`src/rtl/sample_frame_packer.sv`:
```
// rtl/sample_frame_packer.sv - packs a serial signed sample stream into 8-lane frames for the adder tree
module sample_frame_packer #(
    parameter int DATA_W = 8
) (
    input  logic              clock,
    input  logic              rstn,
    input  logic [DATA_W-1:0] in_data,
    input  logic              in_valid,
    output logic              in_ready,
    input  logic              flush,
    output logic [DATA_W-1:0] out_lane0,
    output logic [DATA_W-1:0] out_lane1,
    output logic [DATA_W-1:0] out_lane2,
    output logic [DATA_W-1:0] out_lane3,
    output logic [DATA_W-1:0] out_lane4,
    output logic [DATA_W-1:0] out_lane5,
    output logic [DATA_W-1:0] out_lane6,
    output logic [DATA_W-1:0] out_lane7,
    output logic              out_valid,
    input  logic              out_ready,
    output logic [3:0]        out_fill,
    output logic [15:0]       frame_cnt
);

    logic [DATA_W-1:0] collect [0:6];
    logic [DATA_W-1:0] lanes   [0:7];
    logic [2:0]        idx;
    logic              slot_free;
    logic              flush_pend;
    logic              accept;
    logic              complete;
    logic              flush_xfer;

    assign slot_free  = ~out_valid | out_ready;
    assign flush_pend = flush & (idx != 3'd0);
    // Blocking input during a pending flush keeps the flush frame and new samples apart.
    assign in_ready   = rstn & ~flush_pend & ((idx != 3'd7) | slot_free);
    assign accept     = in_valid & in_ready;
    assign complete   = accept & (idx == 3'd7);
    assign flush_xfer = flush_pend & slot_free;

    always_ff @(posedge clock) begin
        if (!rstn) begin
            idx       <= 3'd0;
            out_valid <= 1'b0;
            out_fill  <= 4'd0;
            frame_cnt <= 16'd0;
            for (int k = 0; k < 7; k++) collect[k] <= '0;
            for (int k = 0; k < 8; k++) lanes[k] <= '0;
        end else begin
            if (accept && !complete) begin
                for (int k = 0; k < 7; k++) begin
                    if (idx == 3'(k)) collect[k] <= in_data;
                end
                idx <= idx + 3'd1;
            end

            if (complete) begin
                for (int k = 0; k < 7; k++) lanes[k] <= collect[k];
                lanes[7]  <= in_data;
                out_fill  <= 4'd8;
                out_valid <= 1'b1;
                idx       <= 3'd0;
                frame_cnt <= frame_cnt + 16'd1;
            end else if (flush_xfer) begin
                // Stale collect entries beyond idx are zeroed on the way out.
                for (int k = 0; k < 8; k++) begin
                    if (k < 7 && 3'(k) < idx) lanes[k] <= collect[k % 7];
                    else                      lanes[k] <= '0;
                end
                out_fill  <= {1'b0, idx};
                out_valid <= 1'b1;
                idx       <= 3'd0;
                frame_cnt <= frame_cnt + 16'd1;
            end else if (out_valid && out_ready) begin
                out_valid <= 1'b0;
            end
        end
    end

    assign out_lane0 = lanes[0];
    assign out_lane1 = lanes[1];
    assign out_lane2 = lanes[2];
    assign out_lane3 = lanes[3];
    assign out_lane4 = lanes[4];
    assign out_lane5 = lanes[5];
    assign out_lane6 = lanes[6];
    assign out_lane7 = lanes[7];

endmodule

```
`config.mk`:
```
export PLATFORM = sky130hd
export DESIGN_NAME = sample_frame_packer
export DESIGN_NICKNAME = d
export VERILOG_FILES = /design/src/rtl/sample_frame_packer.sv
export SDC_FILE = /design/constraint.sdc
export NUM_CORES = 1
export LEC_CHECK = 0
export CAP_MARGIN = 10
export CORE_MARGIN = 2
export CORE_UTILIZATION = 56
export CTS_BUF_LIST = sky130_fd_sc_hd__clkbuf_8 sky130_fd_sc_hd__clkbuf_16
export DETAILED_ROUTE_END_ITERATION = 16
export PLACE_DENSITY = 0.87
export SETUP_SLACK_MARGIN = 0.1
export SYNTH_ARGS = -nofsm -noshare
export SYNTH_HDL_FRONTEND = slang
export SYNTH_SLANG_ARGS = --single-unit
```
`constraint.sdc`:
```
create_clock -name clock -period 4.6 [get_ports clock]
set_clock_uncertainty 0.05 [all_clocks]
set_input_delay 0.92 -clock clock [delete_from_list [all_inputs] [get_ports clock]]
set_output_delay 0.92 -clock clock [all_outputs]
set_load 0.03 [all_outputs]
```
---- Word level (Yosys, flattened, before mapping) ----
Memory sizes are Yosys's and may differ from the RTL's.
Index checks and enable logic that the tools add are counted.
storage, ports and cells
  bits in registers ....................... 24
  word-level logic and storage cells ...... 217
  bits in writable memories ............... 120
  memories ................................ 2
  input port bits ......................... 13
cells by class
  muxes and demuxes ....................... 143
  equality and inequality tests ........... 8
  reductions and logical operators ........ 9
  add/sub/neg operators ................... 2
  $lt $le $gt $ge ......................... 7
  bitwise operators ....................... 41
memory list
  name     depth  width  rd ports  clocked after memory_dff  write ports  line  text
  lanes    8      8      8         0                         8            26    logic [DATA_W-1:0] lanes [0:7];
  collect  7      8      7         0                         7            25    logic [DATA_W-1:0] collect [0:6];
operators with widths
  operator                                             count
  2-to-1 mux 8 bit                                     30
  2-to-1 mux 1 bit                                     109
  2-to-1 mux 16 bit                                    2
  OR 1 bit                                             32
  adder 16 x 1 -> 16 bit, second input constant        1
  equality test 3 bit, second input constant           4
  < comparator 3 bit, first input constant             3
  2-to-1 mux 4 bit                                     2
  AND 1 bit                                            6
  equality test 3 x 2 -> 1 bit, second input constant  2
  < comparator 1 x 3 -> 1 bit, first input constant    2
  < comparator 2 x 3 -> 1 bit, first input constant    2
  nonzero test 3 bit                                   2
  adder 3 x 1 -> 3 bit, second input constant          1
  equality test 3 x 1 -> 1 bit, second input constant  1
  zero test 3 bit                                      1
  != test 3 bit, second input constant                 1
  NOT 1 bit                                            3
  OR reduction 3 bit                                   1
  logical AND 1 bit                                    2
  nonzero test 2 bit                                   1
  OR reduction 2 bit                                   1
  zero test 1 bit                                      1

---- Longest topological paths before layout ----
Gate-level depths: netlist of run 1.
  depth after elaboration ................. 13
  mapped depth ............................ 10
  gate-level depth less buffers ........... 7

---- Worst setup path before layout of run 1 ----
Ideal clock, no wire load.
  path type ............................... input to output
  start ................................... in rstn
  end ..................................... out in_ready
  buffers on the path ..................... 1
  stages .................................. 3
  setup slack ............................. 1.541 ns
  arrival ................................. 2.089 ns
  cells stage by stage .................... clkbuf_1 inv_1 a221oi_1
on the way
  longest elaborated chain between the ends .. 2
RTL lines
  item                    line  text
  from (decl)             6     input logic rstn,
  AND 1 bit (2 in a row)  37    assign in_ready = rstn & ~flush_pend & ((idx != 3'd7) | slot_free);
  to (decl)               9     output logic in_ready,
No other way between the ends.

---- Worst setup path in the final report of run 1 ----
  start ................................... in flush
  end ..................................... out in_ready
on the way
  longest elaborated chain between the ends .. 4
RTL lines
  item                    line  text
  from (decl)             10    input logic flush,
  AND 1 bit               35    assign flush_pend = flush & (idx != 3'd0);
  NOT 1 bit               37
  AND 1 bit (2 in a row)  37
No other way between the ends.

==> summary.md, run 1 <==
| Metric | Value |
|---|---|
| RSZ-0062 raised after global routing | false |
| Port bufs | 98 |
| Kind of critical path | input pin to primary output |
| Root Buffer | clkbuf_8 |
| Endpoints failing hold | 0 |
| VDD IR max | 0.2145 mV |
| Detailed Route Iter0 Violations | 254 |
| Clock transition at path regs | 60 ps |
| Crit path max-delay family | buffers and inverters |
| Worst setup EP type | primary output |
| Worst EP arrival | 2670 ps |
| Minimum clock period | 3635 ps |
| Vias per inst | 5.570 |
| Fin crit share | 79.03% |
| Core outline area | 9774 sq um |
| CTS buffer count | 17 |
| Bufs and invs on worst path | 2 |
| Synth Area in Adders | 1.107% |
| DRT Pass-1 Iters | 6 |
| Fraction of synthesized area in multiplexers | 1.240% |
| Post-Route WL | 12210 microns |
| Status | finished, final reports clean |
| Max FO, Critical Path | 12 |
| Primary FF master, synth | edfxtp_1 |
| Synth Net Count | 457 |
| Max Buffers Root-to-Sink | 2 |
| Most frequent cell on the critical path | clkdlybuf4s50_1 |
| CP Depth | 3 |
| Commonest cells after routing, fill and taps aside | 112 x edfxtp_1, 98 x clkdlybuf4s50_1, 55 x nor2_1 |
| Core Util, Final | 75.47% |
| Cells after Synth | 439 |
| Die Span Y | 104.5 microns |
| CTS resizes | 0 |
| Post-route ant nets | 0 |
| Placed inst area | 6754 sq um |
| GPL Wtd Cong | 0.8400 |
| Commonest non-fill, non-tap cell in the layout | edfxtp_1 |
| Leading area contributor after synthesis | edfxtp_1 |
| X dimension of the die | 104.5 microns |
| HPWL Detailed | 7991 microns |
| Netlist cell types | 42 |
| Global-route wire length before repair | 19520 microns |
| Ys Warns | 0 |
| Hold Crit Class | flop to flop |
| Ys async rst share | 0% |
| Max-slew violation count | 0 |
| Pwr/cell area | 425.7 nW/um^2 |
| Fillers | 604 |
| P_leak | 2.656 nW |
| Max-cap viol count | 0 |
| Post-CTS setup buffers | 0 |
| Top post-synthesis cells by area | edfxtp_1 60%, dfxtp_1 11%, nor2_1 3.7% |
| Synth Area in XOR/XNOR | 0.1550% |
| Slew @ Worst Pin | 1076 ps |
| Post-Syn Area | 5650 sq um |
| Initial Utilization | 57.81% |
| Setup Viol. Count Final | 0 |
| Cell Rows | 36 |
| Largest family of logic cells by synthesized area | simple AND/OR/NAND/NOR gates |
| # H-tree levels | 4 |
| Crit-path slowest cell | clkdlybuf4s50_1 |
| WHS | 412.9 ps |
| Initial antenna violation count | 0 |
| Hold_buf cts | 0 |
| WP data required | 3630 ps |
| Sum Neg Setup Slack | 0 ps |
| Share of cells above drive strength 1 | 7.374% |
| Largest net degree at the start of global routing | 30 |
| Vias in the first global route | 3767 |
| N_diodes | 0 |
| Ports | 99 |
| Slew headroom | 27.54% |
| Final Cell Area | 7377 sq um |
| Max incr delay on CP | 720 ps |
| Cell Chain, Critical Path | clkdlybuf4s50_1 -> a221oi_1 -> clkdlybuf4s50_1 |
| Syn_area_per_cell | 12.87 sq um |
| Seq/Total Area, Yosys | 70.86% |
| WL per Instance | 17.71 microns |
| Min-Delay Path Depth | 2 |
| Clock Sink Count | 144 |
| Post-synthesis register bit count | 144 |
| Worst r2r path cells | 7 |
| Total track usage | 23.58% |
| Die area | 10910 sq um |
| DR vias | 3838 |
| DRC | 0 |
| Fmax | 275.1 MHz |
| EDFF count, synth | 112 |
| Area growth from synthesis to layout | 30.56% |
| CP startpoint kind | input pin |
| Nets | 561 |
| Share of the synthesized area in the top cell type | 59.52% |
| Grt total ovfl | 0 |
| TritonCTS clock tree | built |
| Synth Area in Compound Gates | 6.333% |
| Synth Area in Simple Gates | 17.56% |
| Worst skew pair latency | 520 ps |
## cell usage after synthesis, types with 2 or more instances
library cell	count
nand2b_1	7
buf_2	4
o31a_1	2
ha_1	5
o31ai_1	7
nand3_1	8
nor4_1	5
and2_1	24
or4_1	7
a21oi_1	18
nor2b_1	33
clkbuf_1	9
or3_1	3
nand2_1	38
o21ai_0	6
nor2_1	55
mux2i_1	7
o21a_1	3
buf_4	2
and4_1	3
nand4_1	5
a22o_1	5
edfxtp_1	112
inv_1	22
dfxtp_1	32
## per-stage QoR
step           total power, W  cells  setup WS, ps
2_1_floorplan        0.001641    439          1541
3_3_place_gp         0.001730    657         988.6
3_5_place_dp         0.001738    657         898.5
4_1_cts              0.003146    689         973.4
5_1_grt              0.003223    689         836.3
6_report             0.003140    689         964.7
## per-layer routing
metal  track usage, %  wire length, microns  part of all wire [%]
met1            28.23                  4684                    38
met2            40.10                  6245                    51
met5                0                     0                     0
met4            8.977                   193                   1.6
met3            7.143                  1082                   8.9
## worst register-to-register path, cell delays in order (launching register included)
cell	delay (ps)
dfxtp_1	530
inv_1	120
ha_1	250
nand2b_1	340
a2111oi_4	130
buf_4	230
nor2_2	560
inv_1	400
## where the power goes
part	switching (W)	internal (W)	total, W	leakage [nW]
Clock	0.000538	0.000888	0.00143	0.306
Sequential	0.0000186	0.00146	0.00148	1.42
Combinational	0.000156	0.0000795	0.000235	0.933
## cell families (layout without fill, tap and decap cells)
| kind of cell | Yosys count | in the layout |
|---|---|---|
| AO/OA/AOI/OAI | 50 | 50 |
| XOR/XNOR | 1 | 1 |
| adder cells (fa/ha/maj) | 5 | 5 |
| buffers and inverters | 38 | 155 |
| flip-flops | 144 | 144 |
| multiplexers | 7 | 7 |
| AND/OR/NAND/NOR | 194 | 194 |
## final cells by class
type	count	area [sq um]	area share, %
Tap cell	133	166.4	2.256
Multi-Input combinational cell	257	1498	20.30
Clock buffer	17	414.1	5.614
Clock inverter	15	209.0	2.832
Timing Repair Buffer	101	1003	13.60
Inverter	22	82.58	1.119
Sequential cell	144	4004	54.27
## flip-flops by register name (all words and copies together) (netlist names)
| register | count |
|---|---|
| collect | 56 |
| frame_cnt | 16 |
| idx | 3 |
| lanes | 64 |
| out_fill | 4 |
| out_valid | 1 |
## final timing paths
kind,startpoint,endpoint,slack [ps]
worst max-delay path,flush,in_ready,960
worst min-delay path,out_fill[3],out_fill[3],410
worst max register to register,idx[1],lanes[0][2],1650
worst min register to register,out_fill[3],out_fill[3],410
No activity file was read; power rests on OpenSTA's default activity.
==> run 2, diff against run 1 <==
- CORE_UTILIZATION: 56 -> 52
- PLACE_DENSITY: 0.87 -> 0.82
- clock period: 4.6 -> 3.6 ns (I/O delays scaled with it)
==> run 2 against run 1 <==
  * Non-clock buffer count grew 3
  * Via count is 2.6% lower
  * Sequential share of layout area increased by 0.22 points
  * Critical path type is now flop to primary output
  * Critical endpoint unchanged
  * Largest cell class unchanged
  * Largest power group unchanged
==> summary.md, run 2 (synthesized netlist as in run 1, its figures left out) <==
| Metric | Value |
|---|---|
| Initial Utilization | 52.82% (-5.0 points) |
| Biggest register | lanes |
| Sw Pwr | 0.0008194 W (+15%) |
| DRT Pass-1 Iters | 5 (-1) |
| Max-cap viol count | 0 (unchanged) |
| Root Buffer | clkbuf_8 |
| Kind of critical path | flop to primary output |
| Met2 WL | 5502 microns (-12%) |
| Fin crit share | 82.44% |
| Setup Viol. Count Final | 0 (unchanged) |
| Die Span Y | 108.2 microns (+3.6%) |
| Post-route ant nets | 0 (unchanged) |
| X dimension of the die | 108.2 microns (+3.6%) |
| TritonCTS clock tree | built |
| Combinational power share | 7.8% (+0.3 points) |
| Register Area | 4004 sq um (unchanged) |
| Largest regs | lanes: 64 flops, collect: 56 flops, frame_cnt: 16 flops |
| Port bufs | 98 (unchanged) |
| Pwr/cell area | 521.7 nW/um^2 (+23%) |
| DR vias | 3737 (-2.6%) |
| Area growth from synthesis to layout | 30.03% |
| Die area | 11720 sq um (+7.4%) |
| Fillers | 746 (+24%) |
| CP startpoint kind | flop |
| Vias in the first global route | 3596 (-4.5%) |
| RSZ-0062 raised after global routing | false |
| CTS buffer count | 17 (unchanged) |
| Status | finished, final reports clean |
| Max-slew violation count | 0 (unchanged) |
| Max FO, Critical Path | 11 (-1) |
| Slew @ Worst Pin | 747.2 ps (-328.4 ps) |
| Slew headroom | 49.66% (+22 points) |
| P_leak | 2.675 nW (+0.69%) |
| Max reg flops | 64 (unchanged) |
| Cell Rows | 38 (+5.6%) |
| Global-route wire length before repair | 17440 microns (-11%) |
| DRC | 0 (unchanged) |
| Commonest non-fill, non-tap cell in the layout | edfxtp_1 |
| Switching share of power | 21.38% (-1.3 points) |
| Worst EP arrival | 2200 ps (-470 ps) |
| Grt total ovfl | 0 (unchanged) |
| Max Buffers Root-to-Sink | 2 (unchanged) |
| Initial antenna violation count | 0 (unchanged) |
| Placement Setup Slack | 517.7 ps (-380.8 ps) |
| Internal power | 0.003014 W (+24%) |
| Clock Sink Count | 144 (unchanged) |
| Minimum clock period | 2968 ps |
| Sum Neg Setup Slack | 0 ps (unchanged) |
| WP data required | 2830 ps (-800 ps) |
| Endpoints failing hold | 0 (unchanged) |
| Hold Crit Class | flop to flop |
| WL per Instance | 15.95 microns (-10%) |
| Fmax | 336.9 MHz |
| Worst skew pair latency | 520 ps (about the same) |
| VDD IR max | 0.3018 mV (+41%) |
| N_diodes | 0 (unchanged) |
| Top Metal Used | met4 |
| Commonest cells after routing, fill and taps aside | 112 x edfxtp_1, 97 x clkdlybuf4s50_1, 55 x nor2_1 |
| Largest net degree at the start of global routing | 30 (unchanged) |
| HPWL Detailed | 7617 microns (-4.7%) |
| Total track usage | 20.44% (-3.1 points) |
| Detailed Route Iter0 Violations | 244 (-3.9%) |
| Hold_buf cts | 0 (unchanged) |
| GPL Wtd Cong | 0.8202 (-2.4%) |
| Worst setup EP type | primary output |
| Sequential power share | 49.3% (+2.2 points) |
| Post-Route WL | 11150 microns (-8.7%) |
| Clock transition at path regs | 60 ps (about the same) |
| Share of cells above drive strength 1 | 6.798% (-0.58 points) |
| Met1 WL | 4336 microns (-7.4%) |
| # H-tree levels | 4 (unchanged) |
| Ports | 99 (unchanged) |
| Vias per inst | 5.346 (-4.0%) |
| Nets | 564 (+0.53%) |
| Core outline area | 10700 sq um (+9.4%) |
| DR WL met3 | 990 microns (-8.5%) |
| Clock power frac | 42.9% (-2.5 points) |
| Area of the multi-input gates | 1491 sq um (-0.42%) |
| Post-CTS setup buffers | 0 (unchanged) |
| Final WS setup | 632.0 ps (-332.7 ps) |
| CTS resizes | 0 (unchanged) |
run 2: cell types whose count changed in the layout (fill, tap and decap cells not counted), sizes merged:
cell,delta
clkbuf,+2
inv,+3
clkdlybuf4s50,-1
buf,+4
clkinvlp,-1
bufinv,-2
clkinv,-2
run 2: power groups by stage:
| stage | Combinational (W) | Clock [W] | Sequential, W |
|---|---|---|---|
| final | 0.000298 | 0.00165 | 0.00189 |
| after global routing | 0.000316 | 0.00174 | 0.00190 |
| after CTS | 0.000299 | 0.00167 | 0.00189 |
| after detailed placement | 0.000298 | 0 | 0.00192 |
| after global placement | 0.000292 | 0 | 0.00192 |
| after floorplan | 0.0000976 | 0 | 0.00200 |
run 2: layout make-up:
cell class | instances | share of cell area, %
sequential | 144 | 54.50
multi-input combinational | 257 | 20.30
timing repair buffer | 104 | 13.93
clock buffer | 19 | 6.318
tap | 140 | 2.384
clock inverter | 13 | 1.448
inverter | 22 | 1.124
run 2: worst paths after layout:
check | from | to | slack [ps] | cells after the start
worst min register to register | frame_cnt[15] | frame_cnt[15] | 420 | 2
worst min-delay path | frame_cnt[15] | frame_cnt[15] | 420 | 2
worst max-delay path | idx[1] | in_ready | 630 | 5
worst max register to register | idx[1] | lanes[0][6] | 910 | 6
run 2: stage by stage:
step	cell area, sq um	cells	util [%]	hold slack (ps)	power (W)
detailed placement	6777	667	63.35	410.7	0.002221
floorplan	5650	439	-	446.7	0.002096
global route	7347	699	68.68	441.1	0.003949
CTS	7347	699	68.68	422.9	0.003860
global placement	6777	667	63.35	396.3	0.002213
finish	7347	699	68.68	422.2	0.003833
run 2: critical path, stage by stage, from the launching register on:
cell      delay, ps
dfxtp_1         420
inv_1           120
ha_1            240
nand2b_1        260
a221oi_1        400
buf_4           230
run 2: per-layer routing:
metal | up-vias | track usage, %
li1 | 1770 | -
met1 | 1767 | 23.30
met2 | 170 | 34.19
met3 | 30 | 7.354
met4 | 0 | 10.07
met5 | - | 0
